===== config.mk =====
export PLATFORM = sky130hd
export DESIGN_NAME = bp_fetch_unit
export DESIGN_NICKNAME = d
export VERILOG_FILES = /design/src/rtl/bp_fetch_unit.sv
export SDC_FILE = /design/constraint.sdc
export NUM_CORES = 2
export LEC_CHECK = 0
export CAP_MARGIN = 30
export CORE_UTILIZATION = 45
export DETAILED_ROUTE_END_ITERATION = 8
export PLACE_DENSITY_LB_ADDON = 0.2
export SETUP_SLACK_MARGIN = 0.05
export SLEW_MARGIN = 30
export SYNTH_ARGS = -nofsm -noshare
export SYNTH_HDL_FRONTEND = slang
export SYNTH_SLANG_ARGS = --single-unit

===== constraint.sdc =====
create_clock -name clk -period 13.4 [get_ports clk]
set_clock_uncertainty 0.2 [all_clocks]
set_input_delay 4.02 -clock clk [delete_from_list [all_inputs] [get_ports clk]]
set_output_delay 4.02 -clock clk [all_outputs]
set_load 0.05 [all_outputs]

===== src/rtl/bp_fetch_unit.sv =====
// Fetch PC generator with a direct-mapped BTB and 2-bit direction counters.
// Optional same-cycle update forwarding into the lookup: define BTB_BYPASS_EN.
module bp_fetch_unit #(
    parameter int               ADDR_W    = 64,
    parameter int               BTB_DEPTH = 16,
    parameter logic [ADDR_W-1:0] RESET_PC = '0,
    parameter logic [1:0]       CTR_INIT  = 2'b01
) (
    input  logic              clk,
    input  logic              rst,
    input  logic              stall,
    input  logic              redirect,
    input  logic [ADDR_W-1:0] redirect_pc,
    input  logic              update_en,
    input  logic [ADDR_W-1:0] update_pc,
    input  logic              update_taken,
    input  logic [ADDR_W-1:0] update_target,
    output logic [ADDR_W-1:0] fetch_pc,
    output logic              fetch_valid,
    output logic              pred_taken,
    output logic [ADDR_W-1:0] pred_target
);

    localparam int IDX_W = $clog2(BTB_DEPTH);
    localparam int TAG_W = ADDR_W - IDX_W - 2;

    logic              btbValid_q  [BTB_DEPTH];
    logic [TAG_W-1:0]  btbTag_q    [BTB_DEPTH];
    logic [ADDR_W-1:0] btbTarget_q [BTB_DEPTH];
    logic [1:0]        btbCtr_q    [BTB_DEPTH];

    logic [ADDR_W-1:0] fetchPc_q;
    logic [ADDR_W-1:0] fetchPc_d;
    logic              fetchValid_q;

    logic [IDX_W-1:0]  lookupIdx;
    logic [TAG_W-1:0]  lookupTag;
    logic [IDX_W-1:0]  updIdx;
    logic [TAG_W-1:0]  updTag;
    logic              updHit;

    logic              updWrite;
    logic              newValid;
    logic [TAG_W-1:0]  newTag;
    logic [ADDR_W-1:0] newTarget;
    logic [1:0]        newCtr;

    logic              bypassHit;
    logic              lkValid;
    logic [TAG_W-1:0]  lkTag;
    logic [ADDR_W-1:0] lkTarget;
    logic [1:0]        lkCtr;
    logic              predTaken;

    // Word-offset bits of incoming PCs carry no information here.
    logic              unused_pc_bits;
    assign unused_pc_bits = ^{redirect_pc[1:0], update_pc[1:0]};

    assign lookupIdx = fetchPc_q[IDX_W+1:2];
    assign lookupTag = fetchPc_q[ADDR_W-1:IDX_W+2];
    assign updIdx    = update_pc[IDX_W+1:2];
    assign updTag    = update_pc[ADDR_W-1:IDX_W+2];
    assign updHit    = btbValid_q[updIdx] && (btbTag_q[updIdx] == updTag);

    // Post-update image of the entry selected by update_pc.
    always_comb begin
        updWrite  = 1'b0;
        newValid  = btbValid_q[updIdx];
        newTag    = btbTag_q[updIdx];
        newTarget = btbTarget_q[updIdx];
        newCtr    = btbCtr_q[updIdx];
        if (update_en) begin
            if (updHit) begin
                updWrite = 1'b1;
                if (update_taken) begin
                    newTarget = update_target;
                    newCtr    = (btbCtr_q[updIdx] == 2'b11) ? 2'b11 : btbCtr_q[updIdx] + 2'b01;
                end else begin
                    newCtr    = (btbCtr_q[updIdx] == 2'b00) ? 2'b00 : btbCtr_q[updIdx] - 2'b01;
                end
            end else if (update_taken) begin
                updWrite  = 1'b1;
                newValid  = 1'b1;
                newTag    = updTag;
                newTarget = update_target;
                newCtr    = 2'b10;
            end
        end
    end

`ifdef BTB_BYPASS_EN
    assign bypassHit = update_en && (updIdx == lookupIdx) && (updTag == lookupTag);
`else
    assign bypassHit = 1'b0;
`endif

    always_comb begin
        lkValid  = btbValid_q[lookupIdx];
        lkTag    = btbTag_q[lookupIdx];
        lkTarget = btbTarget_q[lookupIdx];
        lkCtr    = btbCtr_q[lookupIdx];
        if (bypassHit) begin
            lkValid  = newValid;
            lkTag    = newTag;
            lkTarget = newTarget;
            lkCtr    = newCtr;
        end
    end

    assign predTaken = lkValid && (lkTag == lookupTag) && lkCtr[1];

    always_comb begin
        fetchPc_d = fetchPc_q;
        if (redirect) begin
            fetchPc_d = {redirect_pc[ADDR_W-1:2], 2'b00};
        end else if (stall) begin
            fetchPc_d = fetchPc_q;
        end else if (predTaken) begin
            fetchPc_d = lkTarget;
        end else begin
            fetchPc_d = fetchPc_q + ADDR_W'(4);
        end
    end

    // Valid bits and counters are the only BTB state needing a reset value.
    always_ff @(posedge clk) begin
        if (rst) begin
            fetchPc_q    <= RESET_PC;
            fetchValid_q <= 1'b0;
            for (int i = 0; i < BTB_DEPTH; i++) begin
                btbValid_q[i] <= 1'b0;
                btbCtr_q[i]   <= CTR_INIT;
            end
        end else begin
            fetchPc_q    <= fetchPc_d;
            fetchValid_q <= 1'b1;
            if (updWrite) begin
                btbValid_q[updIdx] <= newValid;
                btbCtr_q[updIdx]   <= newCtr;
            end
        end
    end

    always_ff @(posedge clk) begin
        if (!rst && updWrite) begin
            btbTag_q[updIdx]    <= newTag;
            btbTarget_q[updIdx] <= newTarget;
        end
    end

    assign fetch_pc    = fetchPc_q;
    assign fetch_valid = fetchValid_q;
    assign pred_taken  = predTaken;
    assign pred_target = predTaken ? lkTarget : '0;

endmodule

After elaboration in Yosys (flattened, before gate mapping)
Memories as Yosys holds them, arrays and structs flattened. A register that Yosys moved wholly into a read port is not among the register bits.
Cells that the tools add are included.
{"block": "word_totals", "romBits": 0, "word_cells": 69, "ram_bits": 2000, "out_inout_bits": 130, "regBits": 65, "in_bits": 198, "latch_bits": 0, "n_memories": 4}
{"memory": "btbTarget_q", "depth": 16, "width": 64, "rd": 1, "rd_clocked_by_memory_dff": 1, "write_ports": 1, "line_no": "29", "text": "logic [ADDR_W-1:0] btbTarget_q [BTB_DEPTH];"}
{"memory": "btbTag_q", "depth": 16, "width": 58, "rd": 2, "rd_clocked_by_memory_dff": 1, "write_ports": 1, "line_no": "28", "text": "logic [TAG_W-1:0] btbTag_q [BTB_DEPTH];"}
{"memory": "btbCtr_q", "depth": 16, "width": 2, "rd": 2, "rd_clocked_by_memory_dff": 1, "write_ports": 16, "line_no": "30", "text": "logic [1:0] btbCtr_q [BTB_DEPTH];"}
{"memory": "btbValid_q", "depth": 16, "width": 1, "rd": 2, "rd_clocked_by_memory_dff": 1, "write_ports": 16, "line_no": "27", "text": "logic btbValid_q [BTB_DEPTH];"}
{"block": "op_classes", "n_mux": 43, "multipliers": 0, "order_cmp": 0, "bitwise_logic": 0, "n_addsub": 3, "shift": 0, "div": 0, "n_eq_ne": 6, "reduce_logical": 10}
{"operator": "$mux 64", "count": 6}
{"operator": "$mux 58", "count": 3}
{"operator": "$eq 58x58->1", "count": 2}
{"operator": "$add 64x3->64 const B", "count": 1}
{"operator": "$mux 4", "count": 10}
{"operator": "$mux 1", "count": 17}
{"operator": "$mux 2", "count": 7}
{"operator": "$logic_and 1x1->1", "count": 4}
{"operator": "$reduce_or 2->1", "count": 2}
{"operator": "$reduce_and 3->1", "count": 1}
{"operator": "$add 2x1->2 const B", "count": 1}
{"operator": "$eq 2x2->1 const B", "count": 1}
{"operator": "$logic_not 2->1", "count": 1}
{"operator": "$ne 2x1->1 const B", "count": 1}
{"operator": "$ne 2x2->1 const B", "count": 1}
{"operator": "$sub 2x1->2 const B", "count": 1}
{"operator": "$logic_not 1->1", "count": 1}
{"operator": "$ne 1x1->1 const B", "count": 1}
{"operator": "$reduce_or 1->1", "count": 1}

Logic depth before layout (Yosys ltp)
An unclocked memory read counts as a cell.
{"block": "depth", "depth_word": 10, "depth_mapped": 20, "mapped_depth_nobuf": 11}

Least setup slack after synthesis
No wires, ideal clock.
{"block": "synth_timing", "kind": "input to register", "startpoint": "input update_pc[2]", "endpoint": "memory btbTag_q[11][0] (netlist bit) (enable)", "setup_ns": 0.474, "path_slack_ns": 2.666, "n_path_buf": 7, "t_arrival_ns": 10.060, "path_stages": 15, "path_cell_list": "buf_2 buf_6 buf_6 buf_1 buf_2 mux2_2 nor2b_1 or4_1 a22oi_1 nand4_1 nor4_4 o211ai_1 clkbuf_1 buf_2 nor2_1"}
{"block": "synth_between", "elab_chain_cells": 8}
{"element": "start, declared", "line_no": "15", "text": "input logic [ADDR_W-1:0] update_pc,"}
{"element": "$mem_v2 16x58"}
{"element": "$eq 58x58->1", "line_no": "63", "text": "assign updHit = btbValid_q[updIdx] && (btbTag_q[updIdx] == updTag);"}
{"element": "$logic_and 1x1->1", "line_no": "63"}
{"element": "$mux 1", "line_no": "73", "text": "if (updHit) begin"}
{"element": "$mux 1", "line_no": "72", "text": "if (update_en) begin"}
{"element": "$logic_and 1x1->1", "line_no": "145", "text": "if (!rst && updWrite) begin"}
{"element": "$mux 1", "line_no": "145"}
{"element": "$mux 1 (implied by the code)", "line_no": "146", "text": "btbTag_q[updIdx] <= newTag;"}
{"element": "end, declared", "line_no": "28"}
Parallel ways exist; a longest one is shown, timed or not.

==> key figures <==
Floorplanning
  – Die W: roughly 450 um
  – Core area: 203000 um^2
  – Initial core utilization: 0.454
  – Die area: 207000 um^2
  – Rows: approximately 170
  – Ports: around 330
  – Die Ht: approximately 450 um

STA
  – Final Hold Fails: 0
  – Final min period: between 10 and 15 ns
  – Crit share post-route: 0.873
  – Final WS setup: approximately 1.7 ns
  – TNS Setup: 0 ns
  – Measured slew at the worst slew-check pin: roughly 1.1 ns
  – Fmax: 85.5 MHz
  – Final setup fails: 0
  – RSZ-0062 raised after global routing: no
  – Slew headroom: 0.241
  – Final Max Slew Viols: 0

Layout
  – Commonest non-fill, non-tap cell in the layout: edfxtp_1
  – Area Overhead vs Synth: 15.2%
  – Highest-count cells in the layout ignoring fill and taps: 2000 x edfxtp_1, 765 x mux4_2, 317 x clkdlybuf4s50_1, 212 x mux2i_1, 212 x clkbuf_16
  – NumNets Final: approximately 5500
  – Layout cell share with drive strength beyond 1: 0.263

Detailed routing
  – Antenna Violating Nets Remaining: 0
  – Via density: 6.56
  – Routed length per placed instance: roughly 37 um
  – Vias post-DR: 53524
  – DRC: 0
  – Drt total wl: approximately 300 mm
  – DR iter-0 viols: about 6800
  – Total iterations of the first detailed-routing run: 8

Worst setup path
  – Reg2reg setup slack: 6.84 ns
  – WS Path Type: register to output pin
  – CP max FO: 55
  – Register-to-Register Path Depth: 14
  – Critical path required time: approximately 9.2 ns
  – CP endpoint kind: output pin
  – Crit path launch type: register
  – Crit path DAT: between 7 and 8 ns

Clock tree
  – CTS tree: built
  – Post-CTS setup buffers: 0
  – Max clock buf depth: 3
  – H-tree depth: 4
  – Clock root buffer: clkbuf_16
  – Cts repair resizes: 0
  – Clk_lat worst skew: roughly 0.87 ns
  – Clock Sinks: roughly 2100
  – Reg clk slew, reported paths: 0.06 ns
  – Inserted Clock Buffers: around 210
  – Cts hold-fix bufs: 0

Worst hold path
  – Hold Crit Depth: 2
  – Hold Crit Class: register to register

Placement
  – Final GP Congestion: ~0.95
  – DP Wirelength: roughly 190 mm
  – PortBufs: around 320
  – Post-place setup slack: 2.12 ns

Global route
  – Largest net degree at the start of global routing: ~120
  – Initial antenna violation count: 42
  – Vias in the first global route: roughly 53000
  – Global Route Usage Sum: 0.290
  – Global-route wire length before repair: approximately 420 mm
  – GR Overflow Total: 0

Logic synthesis
  – Mean Syn Cell Area: 18.6 um^2
  – Synth warn: 0
  – Post-synthesis sequential area ratio: 0.667
  – Top cell type's share of synthesized area: 0.652
  – Ys flop type: edfxtp_1
  – Syn Nets: approximately 5100
  – Cell taking the most area after synthesis: edfxtp_1
  – Flops & latches, synth: roughly 2100
  – Number of synthesized flops with an enable pin: 2000
  – Cell Area, Synth: ~92000 um^2
  – Yosys cell types: slightly above 80
  – Ys async rst share: 0
  – Ranking of synthesized cells by area: edfxtp_1 65%, mux4_2 19%, mux2i_1 2.4%
  – Cells after synthesis: slightly below 5000

Run status
  – Status: finished clean

Power
  – PwrDens: 139 nW/um^2
  – P_leak: ~33 nW
  – Peak supply drop: 161 uV

Flow run
  – Max-cap violations: 0
[layer usage]
| metal | up-vias | global-route usage | part of all wire |
|---|---|---|---|
| li1 | 21441 | - | - |
| met1 | 28581 | 0.378 | 0.37 |
| met2 | 2916 | 0.457 | 0.48 |
| met3 | 558 | 0.0707 | 0.097 |
| met4 | 28 | 0.140 | 0.053 |
| met5 | - | 0 | 0.00065 |
[layout make-up]
| cell class | instances | area (um^2) |
|---|---|---|
| antenna | 14 | 35.0 |
| clock buffer | 261 | 5530 |
| clock inverter | 129 | 1390 |
| fill | 16121 | 96800 |
| inverter | 48 | 190 |
| multi-input combinational | 2475 | 29300 |
| sequential | 2069 | 61500 |
| tap | 2672 | 3340 |
| timing repair buffer | 494 | 4930 |
[state kept, by name, summed over array words and instances (netlist names), named ones only]
register     flops
btbTag_q       928
fetch_pc        62
btbCtr_q        32
fetch_valid      1
btbValid_q      16
btbTarget_q   1024
[Yosys cell counts (12+ instances only)]
master	number
nand4_1	38
a32o_1	15
inv_1	46
edfxtp_1	2000
nand3_1	58
o21ai_0	117
a22o_1	12
o22ai_1	40
o31ai_1	25
a22oi_1	17
nor2b_1	24
nor2_1	190
o211ai_1	15
a211oi_1	20
nor3_1	73
a21oi_1	95
buf_4	38
a31oi_1	16
xnor2_1	71
mux2i_1	223
and2_1	58
and3_1	24
clkbuf_1	156
buf_1	34
or3_1	37
buf_2	124
a221oi_1	30
mux2_2	98
mux4_2	765
xor2_1	24
nor4_1	21
dfxtp_1	69
nand2b_1	29
nand2_1	167
[kinds of logic after synthesis]
logic type	Yosys count	share of synthesized area
DFF	2069	0.667
buffers and inverters	406	0.0203
and+or+nand+nor	775	0.0424
muxes	1086	0.223
xor gates and xnor gates	95	0.00903
AOI/OAI and AO/OA	517	0.0384
adders and majority gates	2	0.000244
[critical path, cell delays in order, from the launching register on]
cell and delay [ns]:
dfxtp_4 0.88, buf_4 0.56, nor2b_1 0.52, o2bb2ai_1 0.24
nor3_1 0.08, or4b_2 0.71, a2111oi_0 0.72, nand4_1 0.40
or3_1 0.45, buf_4 0.28, inv_4 0.53, and2_1 0.25
clkdlybuf4s50_1 0.81
[per-stage QoR]
stage	hold WS, ns	instance area [um^2]	util	cells	power (mW)
finish	0.310	106000	0.523	8162	14.7
global placement	0.286	98800	0.487	7746	8.92
floorplan	0.515	92200	-	4950	8.29
detailed placement	0.288	99000	0.488	7754	8.94
CTS	0.311	106000	0.522	8144	14.8
global route	0.333	106000	0.523	8151	15.1
[power by group]
part           internal [mW]  leakage [nW]  switching, mW
logic                  0.589          11.2          0.949
clock network           3.33          3.34           2.58
registers               7.21          18.6         0.0823
[how the worst max path moves through the flow]
stage                 startpoint               end  cells past startpoint
CTS                     register   pred_target[46]                     14
finish                  register   pred_target[29]                     12
detailed placement  update_pc[3]  btbTag_q[14][21]                     13
global route            register   pred_target[29]                     14
global placement    update_pc[3]  btbTag_q[10][35]                     13
floorplan           update_pc[2]   btbTag_q[11][0]                     15
(Power assumes the default switching activity.)
